==> src/rtl/core_mem_pkg.sv <==
// Shared load/store definitions: funct3 encodings, load FSM states and
// small helpers for access size and word-crossing detection.
package core_mem_pkg;

   localparam logic [2:0] F3_LB  = 3'b000;
   localparam logic [2:0] F3_LH  = 3'b001;
   localparam logic [2:0] F3_LW  = 3'b010;
   localparam logic [2:0] F3_LBU = 3'b100;
   localparam logic [2:0] F3_LHU = 3'b101;

   typedef enum logic [1:0] {
      IDLE  = 2'd0,
      READ1 = 2'd1,
      READ2 = 2'd2,
      RESP  = 2'd3
   } ld_state_e;

   // Access size in bytes, taken from the low two funct3 bits.
   function automatic logic [2:0] ld_nbytes(input logic [2:0] f3);
      case (f3[1:0])
         2'b00:   return 3'd1;
         2'b01:   return 3'd2;
         default: return 3'd4;
      endcase
   endfunction

   // True when the access spills into the next 32-bit word.
   function automatic logic ld_split(input logic [1:0] off, input logic [2:0] f3);
      logic [2:0] end_byte;
      end_byte = {1'b0, off} + ld_nbytes(f3);
      return end_byte > 3'd4;
   endfunction

   function automatic logic ld_legal(input logic [2:0] f3);
      case (f3)
         F3_LB, F3_LH, F3_LW, F3_LBU, F3_LHU: return 1'b1;
         default:                             return 1'b0;
      endcase
   endfunction

endpackage

==> src/rtl/load_extract.sv <==
// Combinational byte selection and sign/zero extension of a load result
// assembled from one or two little-endian bus words.
module load_extract
   import core_mem_pkg::*;
(
   input  logic [31:0] word1_i,
   input  logic [31:0] word2_i,
   input  logic [1:0]  off_i,
   input  logic [2:0]  funct3_i,
   output logic [31:0] data_o
);

   logic [31:0] shifted;

   // Shift {word2,word1} right by the byte offset, keeping the low word.
   always_comb begin
      case (off_i)
         2'd0:    shifted = word1_i;
         2'd1:    shifted = {word2_i[7:0],  word1_i[31:8]};
         2'd2:    shifted = {word2_i[15:0], word1_i[31:16]};
         default: shifted = {word2_i[23:0], word1_i[31:24]};
      endcase
   end

   // Truncate to the access size and extend according to the load type.
   always_comb begin
      case (funct3_i)
         F3_LB:   data_o = {{24{shifted[7]}}, shifted[7:0]};
         F3_LH:   data_o = {{16{shifted[15]}}, shifted[15:0]};
         F3_LW:   data_o = shifted;
         F3_LBU:  data_o = {24'd0, shifted[7:0]};
         F3_LHU:  data_o = {16'd0, shifted[15:0]};
         default: data_o = 32'd0;
      endcase
   end

endmodule

==> src/rtl/unaligned_load_unit.sv <==
// Load unit that turns byte/half/word loads at any byte address into one or
// two aligned bus reads, then returns the extended result as a single pulse.
module unaligned_load_unit
   import core_mem_pkg::*;
#(
   parameter bit ALLOW_MISALIGNED = 1'b1
) (
   input  logic        clk,
   input  logic        rst,
   input  logic        ld_valid,
   output logic        ld_ready,
   input  logic [31:0] ld_addr,
   input  logic [2:0]  ld_funct3,
   output logic        rd_valid,
   output logic [31:0] rd_data,
   output logic        rd_err,
   output logic        mem_cyc,
   output logic        mem_stb,
   output logic [31:0] mem_addr,
   input  logic        mem_ack,
   input  logic [31:0] mem_data_i
);

   ld_state_e   state_q, state_d;
   logic [1:0]  off_q, off_d;
   logic [2:0]  f3_q, f3_d;
   logic        split_q, split_d;
   logic [31:0] word1_q, word1_d;
   logic [31:0] mem_addr_q, mem_addr_d;
   logic        stb_q, stb_d;
   logic [31:0] rd_data_q, rd_data_d;
   logic        rd_err_q, rd_err_d;

   logic [31:0] ext_w1, ext_w2, ext_data;
   logic        req_split, req_bad;

   assign req_split = ld_split(ld_addr[1:0], ld_funct3);
   assign req_bad   = !ld_legal(ld_funct3) || (req_split && !ALLOW_MISALIGNED);

   // Feed the extractor with the word arriving this cycle so the result can
   // be registered on the final acknowledge (one-cycle response latency).
   always_comb begin
      ext_w1 = (state_q == READ1) ? mem_data_i : word1_q;
      ext_w2 = (state_q == READ2) ? mem_data_i : 32'd0;
   end

   load_extract u_extract (
      .word1_i  (ext_w1),
      .word2_i  (ext_w2),
      .off_i    (off_q),
      .funct3_i (f3_q),
      .data_o   (ext_data)
   );

   // Next-state, bus sequencing and response capture.
   always_comb begin
      state_d    = state_q;
      off_d      = off_q;
      f3_d       = f3_q;
      split_d    = split_q;
      word1_d    = word1_q;
      mem_addr_d = mem_addr_q;
      stb_d      = stb_q;
      rd_data_d  = 32'd0;
      rd_err_d   = 1'b0;
      case (state_q)
         IDLE: begin
            if (ld_valid) begin
               off_d   = ld_addr[1:0];
               f3_d    = ld_funct3;
               split_d = req_split;
               word1_d = 32'd0;
               if (req_bad) begin
                  state_d  = RESP;
                  rd_err_d = 1'b1;
               end else begin
                  state_d    = READ1;
                  mem_addr_d = {ld_addr[31:2], 2'b00};
                  stb_d      = 1'b1;
               end
            end
         end
         READ1: begin
            if (mem_ack) begin
               word1_d = mem_data_i;
               stb_d   = 1'b0;
               if (split_q) begin
                  state_d    = READ2;
                  mem_addr_d = mem_addr_q + 32'd4;
               end else begin
                  state_d   = RESP;
                  rd_data_d = ext_data;
               end
            end
         end
         READ2: begin
            // First READ2 cycle is the strobe gap; cycle stays asserted.
            if (!stb_q) begin
               stb_d = 1'b1;
            end else if (mem_ack) begin
               stb_d     = 1'b0;
               state_d   = RESP;
               rd_data_d = ext_data;
            end
         end
         default: begin
            state_d = IDLE;
         end
      endcase
   end

   // State and capture registers; reset aborts any bus cycle immediately.
   always_ff @(posedge clk or posedge rst) begin
      if (rst) begin
         state_q    <= IDLE;
         off_q      <= 2'd0;
         f3_q       <= 3'd0;
         split_q    <= 1'b0;
         word1_q    <= 32'd0;
         mem_addr_q <= 32'd0;
         stb_q      <= 1'b0;
         rd_data_q  <= 32'd0;
         rd_err_q   <= 1'b0;
      end else begin
         state_q    <= state_d;
         off_q      <= off_d;
         f3_q       <= f3_d;
         split_q    <= split_d;
         word1_q    <= word1_d;
         mem_addr_q <= mem_addr_d;
         stb_q      <= stb_d;
         rd_data_q  <= rd_data_d;
         rd_err_q   <= rd_err_d;
      end
   end

   assign ld_ready = (state_q == IDLE);
   assign rd_valid = (state_q == RESP);
   assign rd_data  = rd_data_q;
   assign rd_err   = rd_err_q;
   assign mem_cyc  = (state_q == READ1) || (state_q == READ2);
   assign mem_stb  = stb_q;
   assign mem_addr = mem_addr_q;

endmodule

==> config.mk <==
export PLATFORM = sky130hd
export DESIGN_NAME = unaligned_load_unit
export DESIGN_NICKNAME = d
export VERILOG_FILES = /design/src/rtl/core_mem_pkg.sv /design/src/rtl/load_extract.sv /design/src/rtl/unaligned_load_unit.sv
export SDC_FILE = /design/constraint.sdc
export NUM_CORES = 1
export LEC_CHECK = 0
export BUFFER_PORTS_ARGS = -buffer_cell sky130_fd_sc_hd__buf_2
export CAP_MARGIN = 10
export CORE_MARGIN = 1
export CORE_UTILIZATION = 45
export DETAILED_ROUTE_END_ITERATION = 6
export GPL_TIMING_DRIVEN = 0
export PLACE_DENSITY = 0.83
export SETUP_SLACK_MARGIN = 0.1
export SLEW_MARGIN = 20
export SYNTH_ARGS = -nofsm -noshare
export SYNTH_HDL_FRONTEND = slang
export SYNTH_SLANG_ARGS = --single-unit
export TNS_END_PERCENT = 30
==> constraint.sdc <==
create_clock -name clk -period 3 [get_ports clk]
set_input_delay 0.15 -clock clk [delete_from_list [all_inputs] [get_ports clk]]
set_output_delay 0.15 -clock clk [all_outputs]
set_load 0.01 [all_outputs]
==> results.md, run 1 <==
- Outcome: complete, no violations
- Final hold slack: around 71 ps
- Mean area per synthesized cell: slightly below 9 um^2
- Antenna cells: 0
- Die Y: roughly 120 um
- Global-route wire length before repair: between 30 and 40 mm
- Worst Path Arrival: 2970 ps
- Most frequent cell after synthesis: nand2_1
- Max clock buf depth: 2
- CTS sink count: ~100
- Syn Std Cell Area: around 0.0062 mm^2
- Tot GR Track Use: roughly 29%
- Placed cells: about 1000
- # port buffers: approximately 140
- Root buffer cell: clkbuf_16
- Overflow after GRT: 0
- Die Width: about 120 um
- Startpoint types: flip-flop
- WL/cell: approximately 19 um
- Worst hold path class: in -> reg
- Grt peak-use layer: met2
- Final hold viol count: 0
- CP Class: reg -> reg
- Full die area: ~0.014 mm^2
- CP endpoint kind: flip-flop
- Final setup violation count: 0
- CTS H-tree depth: 3
- Final slew viol count: 0
- Number of synthesized register bits: 104
- Initial core utilization: between 40 and 50%
- Grt met2 use: approximately two fifths
- Sw frac: 49.12%
- Global Route met1 Usage: approximately 41%
- Dpl hpwl: 14.47 mm
- Max cap viols: 0
- Post-DRT Antenna Nets: 0
- Post-synthesis sequential area ratio: between 40% and 50%
- DRT iter0 DRCs: 1032
- Vias per cell: a little over 6
- Post-synth cell types: roughly 60
- Pwr dens: roughly 1100 mW/mm^2
- Minimum clock period: around 2800 ps
- Gate power share: 56.0%
- Ys async rst share: 100.0%
- Core ar.: approximately 0.013 mm^2
- Cts bufs inserted: 9
- EDFF count, synth: 0
- Slew HR: a little under half
- Largest net degree at the start of global routing: 64
- Seq pwr share: between 20% and 30%
- Clock power share: around 15%
- Area growth, synth to finish: 20.30%
- Vias post-DR: approximately 6500
- Clk slew on worst S/H paths: approximately 80 ps
- DRC Markers: 0
- Maximum VDD drop: between 0.4 and 0.5 mV
- Period utilization: between 90% and 100%
- Final nets: 939
- Synth warn: 0
- Post-synth top area share: about 42%
- Number of global-route vias before repair: roughly 5800
- Routed WL: approximately 20 mm
- Net Switching: between 3 and 4 mW
- Clock skew: between 10 and 15 ps
- Synth Flop Type: dfrtp_1
- IO Pins: 140
- WP data required: around 3200 ps
- Clock latency at the later pin of the worst-skew pair: 360 ps
- Max Clk Rate: ~360 MHz
- Top cells by count, synth: nand2_1 (121), dfrtp_1 (104), o21ai_0 (72)
- Std-Cell Rows: 42
- Final cell count without fillers: approximately 1000
- Unrepaired setup endpoints after global routing: true
- Initial antenna violation count: 0
- First-pass DRT Iterations: 7
- Synth area leader: dfrtp_1
- Synth area leaders: dfrtp_1 (42%), nand2_1 (7.3%), o21ai_0 (5.8%)
- Leak: about 3.4 nW
- Share of cells above drive strength 1: ~25%
- Worst-Margin Slew: 795.4 ps
- Synth Instances: between 700 and 800
- Internal power: 3.994 mW
- Max FO, Critical Path: 10
- GR Layer Usage met3: roughly 5.9%
- CTS tree: yes
- RePlAce Congestion: between 0.9 and 1
[repair_timing]
item	CTS	global route
endpoints found under the setup margin	0	11
setup buffers	0	0
gates resized for setup	0	2
hold buffers	1	0
endpoints found under the hold margin	41	0
[worst max-delay path: stages (launching register included)]
cell and delay, ps:
dfrtp_1 400, inv_1 80, ha_1 190, buf_6 140, inv_2 180, nor2_2 70, o2111ai_2 620, or2_2 230
buf_2 250, buf_2 280, o21ai_0 160
[final cells by class]
class / instances / area, um^2
multi-input cells: 531 / 3253
well taps: 176 / 220.2
fillers: 1227 / 5904
clock buffers: 9 / 225.2
inverters: 22 / 87.58
flip-flops and latches: 104 / 2603
repair buffers: 139 / 723.2
plain buffers: 54 / 255.2
clock inverters: 7 / 76.32
[worst paths after layout]
kind                           startpoint            to  slack [ps]  cells after the start
max                            state_q[1]   rd_data[23]         240                     10
min                        mem_data_i[24]   word1_q[24]          70                      3
max reg2reg                    state_q[1]   rd_data[23]         240                     10
min reg2reg                   word1_q[28]   word1_q[28]         480                      2
max in group asynchronous             rst   word1_q[31]        2010                      4
min in group asynchronous             rst  mem_addr[11]         350                      3
[power groups by stage]
stage | sequential [mW] | combinational [mW] | clock, mW
after floorplan | 2.27 | 2.80 | 0
final | 2.25 | 4.40 | 1.21
after detailed placement | 2.25 | 4.23 | 0
after CTS | 2.23 | 4.25 | 1.21
after global placement | 2.23 | 4.14 | 0
after global routing | 2.30 | 4.71 | 1.30
[layer usage]
| metal | share of wire [%] | vias to the layer above |
|---|---|---|
| li1 | - | 2889 |
| met4 | 4.3 | 0 |
| met5 | 0 | - |
| met3 | 12 | 83 |
| met2 | 43 | 459 |
| met1 | 40 | 3020 |
[through the flow]
stage | setup TNS [ps] | cell area, um^2 | utilization [%] | power [mW] | worst slack [ps]
2_1_floorplan | 0 | 6191 | - | 5.064 | 117.8
3_3_place_gp | -111270 | 7097 | 53.17 | 6.374 | -1077
3_5_place_dp | 0 | 7129 | 53.41 | 6.481 | 234.1
4_1_cts | 0 | 7441 | 55.75 | 7.689 | 234.9
5_1_grt | 0 | 7443 | 55.76 | 8.303 | 81.14
6_report | 0 | 7443 | 55.76 | 7.850 | 239.4
[state kept, by name (all words and copies together), names as in the netlist]
name      flops
f3_q          3
mem_addr     30
mem_stb       1
off_q         2
rd_data      32
rd_err        1
split_q       1
state_q       2
word1_q      32
[placed cells by master, fill, tap and decap left out, drive strengths merged, types with 6 or more instances in the layout]
master,netlist,routed
and2,6,6
nand2,121,121
nor3,6,6
a211oi,8,8
a2bb2oi,10,10
ha,6,6
o21ai,77,77
clkbuf,26,37
o41ai,7,7
nand4,12,12
a21boi,6,6
inv,22,25
nand3,29,29
o31ai,7,7
nor2,39,39
mux2i,14,14
dfrtp,104,104
buf,28,164
o22ai,14,14
nand2b,6,6
a31oi,8,8
o211ai,14,14
mux2,7,7
a21oi,70,70
mux4,12,12
and3,8,8
[logic make-up (layout without fill, tap and decap cells)]
kind of cell | after synthesis | in the layout | synth area share (%)
AO/OA/AOI/OAI | 244 | 244 | 25.02
multiplexers | 33 | 33 | 7.968
XOR/XNOR | 1 | 1 | 0.1416
adder cells (fa/ha/maj) | 7 | 7 | 1.537
flip-flops | 104 | 104 | 42.06
buffers and inverters | 76 | 231 | 5.420
AND/OR/NAND/NOR | 244 | 244 | 17.80
other | 1 | 2 | 0.06061
Note: power is estimated with default switching activity, not from simulation.
==> run 2, diff against run 1 <==
- PLACE_DENSITY: 0.83 -> 0.79
- RECOVER_POWER: unset -> 100
==> results.md, run 2 (synthesis results as in run 1) <==
- Final setup violation count: 0 (unchanged)
- Worst hold stages: 3 (unchanged)
- Area growth, synth to finish: 18.62%
- Final slew viol count: 54 (+54)
- Worst-Margin Slew: 2123 ps (+1328 ps)
- Die Y: 119.3 um (unchanged)
- Tot GR Track Use: 29.09% (+0.13 points)
- WP data required: 3250 ps (+40 ps)
- FF-to-FF path depth: 7 (-3)
- Postcts setup bufs: 0 (unchanged)
- Largest net degree at the start of global routing: 55 (-14%)
- # port buffers: 137 (unchanged)
- Max FO, Critical Path: 10 (unchanged)
- Pwr dens: 1067 mW/mm^2 (+1.2%)
- Share of cells above drive strength 1: 15.82% (-8.8 points)
- Seq pwr share: 28.8% (+0.2 points)
- First-pass DRT Iterations: 7 (unchanged)
- Gate power share: 55.2% (-0.8 points)
- CP Class: reg -> reg
- Dpl hpwl: 14.53 mm (+0.48%)
- Initial core utilization: 46.35% (unchanged)
- Leak: 3.114 nW (-7.1%)
- Commonest non-fill, non-tap cell in the layout: nand2_1
- Maximum VDD drop: 0.6595 mV (+38%)
- Clk slew on worst S/H paths: 70 ps (about the same)
- Max clock buf depth: 2 (unchanged)
- Fin util: 54.99% (-0.78 points)
- Dpl ws: 279.4 ps (+45.31 ps)
- Minimum clock period: 2790 ps (+28.87 ps)
- Cts bufs inserted: 9 (unchanged)
- Max cap viols: 1 (+1)
- R2R setup slack: 210 ps (-30 ps)
- Net Switching: 3.903 mW (+1.2%)
- Final hold viol count: 0 (unchanged)
- Worst Hold Endpoint: word1_q[29]
- Clock power share: 16.1% (+0.7 points)
- Clock latency at the later pin of the worst-skew pair: 360 ps (about the same)
- Sw frac: 49.84% (+0.72 points)
- Vias post-DR: 6358 (-1.4%)
- Violated checks: DRC, capacitance limit, slew limit
- Hold Crit Start: mem_data_i[29]
- IO Pins: 140 (unchanged)
- Start of the worst register-to-register path: off_q[0]
- Full die area: 0.01422 mm^2 (unchanged)
- Root buffer cell: clkbuf_16
- Global-route wire length before repair: 31.71 mm (-0.20%)
- Max Clk Rate: 358.5 MHz (-1.0%)
- Total power: 7.832 mW (-0.22%)
- Outcome: finished, violations left
- CTS sink count: 104 (unchanged)
- Antenna cells: 0 (unchanged)
- Core ar.: 0.01335 mm^2 (unchanged)
- Overflow after GRT: 0 (unchanged)
- DRC Markers: 5 (+5)
- Post-route cell area: 0.007340 mm^2 (-1.4%)
- Placed cells: 1025 (unchanged)
- Worst Path Arrival: 3030 ps (+60 ps)
- DRT iter0 DRCs: 868 (-16%)
- Clock skew: 12.80 ps (-0.7656 ps)
- WL/cell: 19.59 um (+0.82%)
- RePlAce Congestion: 0.9544 (-3.7%)
- Setup slack after layout: 210.5 ps (-28.87 ps)
- Startpoint types: flip-flop
- Initial antenna violation count: 0 (unchanged)
- Worst hold path class: in -> reg
- Vias per cell: 6.102 (-1.4%)
- Most frequent cells in the layout: nand2_1 (121), dfrtp_1 (104), clkbuf_1 (97)
- Period utilization: 92.98% (+0.96 points)
- Final nets: 939 (unchanged)
- Area after DPL: 0.007129 mm^2 (unchanged)
- Reg2reg end: rd_data[30]
- CTS H-tree depth: 3 (unchanged)
- Number of global-route vias before repair: 5775 (-1.1%)
- Std-Cell Rows: 42 (unchanged)
- CP endpoint kind: flip-flop
- Post-DRT Antenna Nets: 0 (unchanged)
- Die Width: 119.3 um (unchanged)
- Routed WL: 20.41 mm (+0.82%)
- Unrepaired setup endpoints after global routing: false
- Slew HR: -41.70% (-88 points)
- Final cell count without fillers: 1042 (unchanged)
- CTS tree: yes
- Internal power: 3.929 mW (-1.6%)
## run 2: changes by cell type in the layout (fill, tap and decap cells not counted), moves of 2 or more
cell / change
clkinvlp_4: -2
buf_1: -2
o31ai_2: -4
clkbuf_1: +71
clkinv_4: +2
o31ai_1: +4
buf_2: -70
## run 2: worst max-delay path: stages (launching register included)
cell      delay [ps]
dfrtp_1          430
clkbuf_1         440
clkbuf_1         630
clkbuf_1         510
nand3_1          170
o21ai_0          130
nor2_1            90
o31ai_1          270
## run 2: power by group through the flow
stage / Clock (mW) / Combinational (mW) / Sequential [mW]
after floorplan: 0 / 2.80 / 2.27
after global placement: 0 / 4.16 / 2.24
after detailed placement: 0 / 4.23 / 2.25
after CTS: 1.26 / 4.26 / 2.23
after global routing: 1.32 / 4.66 / 2.30
final: 1.26 / 4.32 / 2.25
## run 2: area by class of cell
cell class / instances / area, um^2
Sequential cell: 104 / 2603
Tap cell: 176 / 220.2
Inverter: 22 / 82.58
Clock inverter: 7 / 85.08
Multi-Input combinational cell: 531 / 3232
Fill cell: 1307 / 6008
Clock buffer: 9 / 225.2
Buffer: 54 / 252.7
Timing Repair Buffer: 139 / 639.4
## run 2: worst max-delay path by stage
stage                from     endpoint  slack [ps]  cells after the start
6_report         off_q[0]  rd_data[30]         210                      7
5_1_grt          off_q[0]  rd_data[30]         110                      7
2_1_floorplan         rst      f3_q[0]         120                      1
3_3_place_gp          rst  word1_q[18]       -1120                      2
4_1_cts        state_q[1]   rd_data[3]         250                     10
3_5_place_dp   state_q[1]   rd_data[3]         280                     10
## run 2: what timing repair did
item	4_1_cts	5_1_grt
setup endpoints to repair	0	13
resized for setup	0	3
hold endpoints to repair	53	0
hold buffers	1	0
## run 2: stage by stage
stage                     hold slack (ps)  TNS, ps
after floorplan                     286.0        0
after detailed placement            235.2        0
final                               49.38        0
after global placement              422.8  -115080
after CTS                           44.97        0
after global routing                64.31        0
## run 2: layer usage
| metal | global-route usage, % | vias to the layer above | wire length [um] |
|---|---|---|---|
| li1 | - | 2898 | - |
| met1 | 42.39 | 2977 | 8710 |
| met2 | 42.44 | 419 | 8782 |
| met3 | 6.274 | 64 | 2321 |
| met4 | 10.21 | 0 | 598 |
| met5 | 0 | - | 0 |
==> run 3, diff against run 2 <==
- PLACE_DENSITY: 0.79 -> unset
- PLACE_DENSITY_LB_ADDON: unset -> 0.05
==> results.md, run 3 (synthesis results as in run 1) <==
- Final nets: 939 (unchanged)
- Final setup violation count: 0 (unchanged)
- Crit-path most repeated cell: clkbuf_2
- Worst setup path endpoint: rd_data[19]
- Root buffer cell: clkbuf_16
- Initial antenna violation count: 0 (unchanged)
- CP max stage cell: o2111ai_2
- FF-to-FF path depth: 10 (+3)
- Dpl hpwl: 16.15 mm (+11%)
- Dpl ws: 183.8 ps (-95.63 ps)
- Full die area: 0.01422 mm^2 (unchanged)
- Maximum VDD drop: 0.5876 mV (-11%)
- FF+latch area: 0.002603 mm^2 (unchanged)
- Area after DPL: 0.007129 mm^2 (unchanged)
- # port buffers: 137 (unchanged)
- R2R setup slack: 230 ps (+20 ps)
- Post-route cell area: 0.007302 mm^2 (-0.51%)
- Delay-heaviest family, CP: buffers and inverters
- DRT iter0 DRCs: 607 (-30%)
- TNS Setup: 0 ps (unchanged)
- CTS sink count: 104 (unchanged)
- Worst hold path class: in -> reg
- Clock latency at the later pin of the worst-skew pair: 360 ps (about the same)
- Vias per cell: 5.981 (-2.0%)
- Global-route wire length before repair: 33.37 mm (+5.2%)
- Die Width: 119.3 um (unchanged)
- Core ar.: 0.01335 mm^2 (unchanged)
- IO Pins: 140 (unchanged)
- DRC Markers: 0 (-5)
- CTS tree: yes
- Placed cells: 1025 (unchanged)
- Die Y: 119.3 um (unchanged)
- Tot GR Track Use: 30.94% (+1.8 points)
- Pwr dens: 1059 mW/mm^2 (-0.79%)
- Cts bufs inserted: 9 (unchanged)
- WL/cell: 20.74 um (+5.9%)
- Leak: 3.099 nW (-0.47%)
- Final cell count without fillers: 1042 (unchanged)
- Area growth, synth to finish: 18.02%
- WP depth: 10 (+3)
- Largest net degree at the start of global routing: 79 (+44%)
- Clock skew: 4.535 ps (-8.263 ps)
- Filler cells: 1336 (+2.2%)
- Max cap viols: 0 (-1)
- Unrepaired setup endpoints after global routing: true
- CP endpoint kind: flip-flop
- Max clock buf depth: 2 (unchanged)
- WP data required: 3220 ps (-30 ps)
- Setup slack after layout: 228.1 ps (+17.60 ps)
- Routed WL: 21.61 mm (+5.9%)
- Start of the worst register-to-register path: state_q[1]
- CP Class: reg -> reg
- Overflow after GRT: 0 (unchanged)
- Period utilization: 92.40% (-0.59 points)
- Number of global-route vias before repair: 5917 (+2.5%)
- RePlAce Congestion: 0.9500 (-0.46%)
- Final hold viol count: 0 (unchanged)
- Worst-Margin Slew: 1268 ps (-855.3 ps)
- Outcome: complete, no violations
- Critical path origin: state_q[1]
- Most frequent cells in the layout: nand2_1 (121), dfrtp_1 (104), clkbuf_1 (95)
- Reg2reg end: rd_data[19]
- Final hold slack: 56.60 ps (+7.221 ps)
- Postcts setup bufs: 0 (unchanged)
- Startpoint types: flip-flop
- Clk slew on worst S/H paths: 70 ps (about the same)
- Share of cells above drive strength 1: 16.28% (+0.46 points)
- Std-Cell Rows: 42 (unchanged)
- Minimum clock period: 2772 ps (-17.60 ps)
- Initial core utilization: 46.35% (unchanged)
- Antenna cells: 0 (unchanged)
- Worst Path Arrival: 3000 ps (-30 ps)
- Post-DRT Antenna Nets: 0 (unchanged)
- Slew HR: 15.01% (+57 points)
- CTS H-tree depth: 3 (unchanged)
- Multi-input logic area: 0.003238 mm^2 (+0.19%)
- Max Clk Rate: 360.8 MHz (+0.64%)
- Max FO, Critical Path: 10 (unchanged)
- Buffers & Inverters on Critical Path: 5 (+2)
- Vias post-DR: 6232 (-2.0%)
- Fin util: 54.71% (-0.28 points)
- Crit-path cells: inv_1, ha_1, buf_6, inv_2, nor2_1, o2111ai_2, or2_2, clkbuf_2, clkbuf_2, o21ai_0
- Total power: 7.731 mW (-1.3%)
- CP max stage delay: 610 ps (-20 ps)
- Commonest non-fill, non-tap cell in the layout: nand2_1
- First-pass DRT Iterations: 5 (-2)
- Final slew viol count: 0 (-100%)
==> run 3: cell count changes in the layout (fill, tap and decap cells not counted), moves of 2 or more <==
| cell | delta |
|---|---|
| clkinv_2 | +2 |
| inv_6 | -2 |
| clkbuf_1 | -2 |
| o31ai_2 | +3 |
| o31ai_1 | -3 |
| clkbuf_2 | +3 |
==> run 3: final cells by class <==
| cell class | count | share of cell area (%) |
|---|---|---|
| Multi-Input combinational cell | 531 | 44.35 |
| Sequential cell | 104 | 35.64 |
| Timing Repair Buffer | 139 | 8.482 |
| Buffer | 54 | 3.496 |
| Clock buffer | 10 | 3.273 |
| Tap cell | 176 | 3.016 |
| Inverter | 22 | 1.148 |
| Clock inverter | 6 | 0.5997 |
==> run 3: timing repair <==
item | in CTS | in global routing
resized for setup | 0 | 5
hold buffers | 1 | 0
endpoints found under the hold margin | 26 | 0
endpoints found under the setup margin | 0 | 25
==> run 3: layer usage <==
| layer | global-route usage [%] | wire [um] | vias to the layer above |
|---|---|---|---|
| met5 | 0 | 0 | - |
| met4 | 12.34 | 552 | 0 |
| met3 | 4.023 | 1515 | 36 |
| met2 | 49.24 | 10150 | 291 |
| met1 | 42.73 | 9396 | 3014 |
| li1 | - | - | 2891 |
==> run 3: worst min path at each step <==
stage	slack [ps]	startpoint	depth (start not counted)	endpoint
after floorplan	290	mem_data_i[29]	2	word1_q[29]
after global placement	400	ld_addr[30]	3	mem_addr[30]
after detailed placement	130	rst	2	mem_addr[20]
after CTS	50	ld_addr[30]	3	mem_addr[30]
after global routing	60	ld_addr[30]	3	mem_addr[30]
final	60	ld_addr[30]	3	mem_addr[30]
==> run 3: worst register-to-register path, cell delays in order, from the launching register on <==
cell,delay [ps]
dfrtp_1,410
inv_1,80
ha_1,190
buf_6,130
inv_2,230
nor2_1,110
o2111ai_2,610
or2_2,230
clkbuf_2,230
clkbuf_2,270
o21ai_0,150
==> run 3: where the power goes <==
group	total (mW)	internal (mW)	switching, mW
Combinational	4.32	1.45	2.86
Sequential	2.26	1.81	0.446
Clock	1.16	0.590	0.566
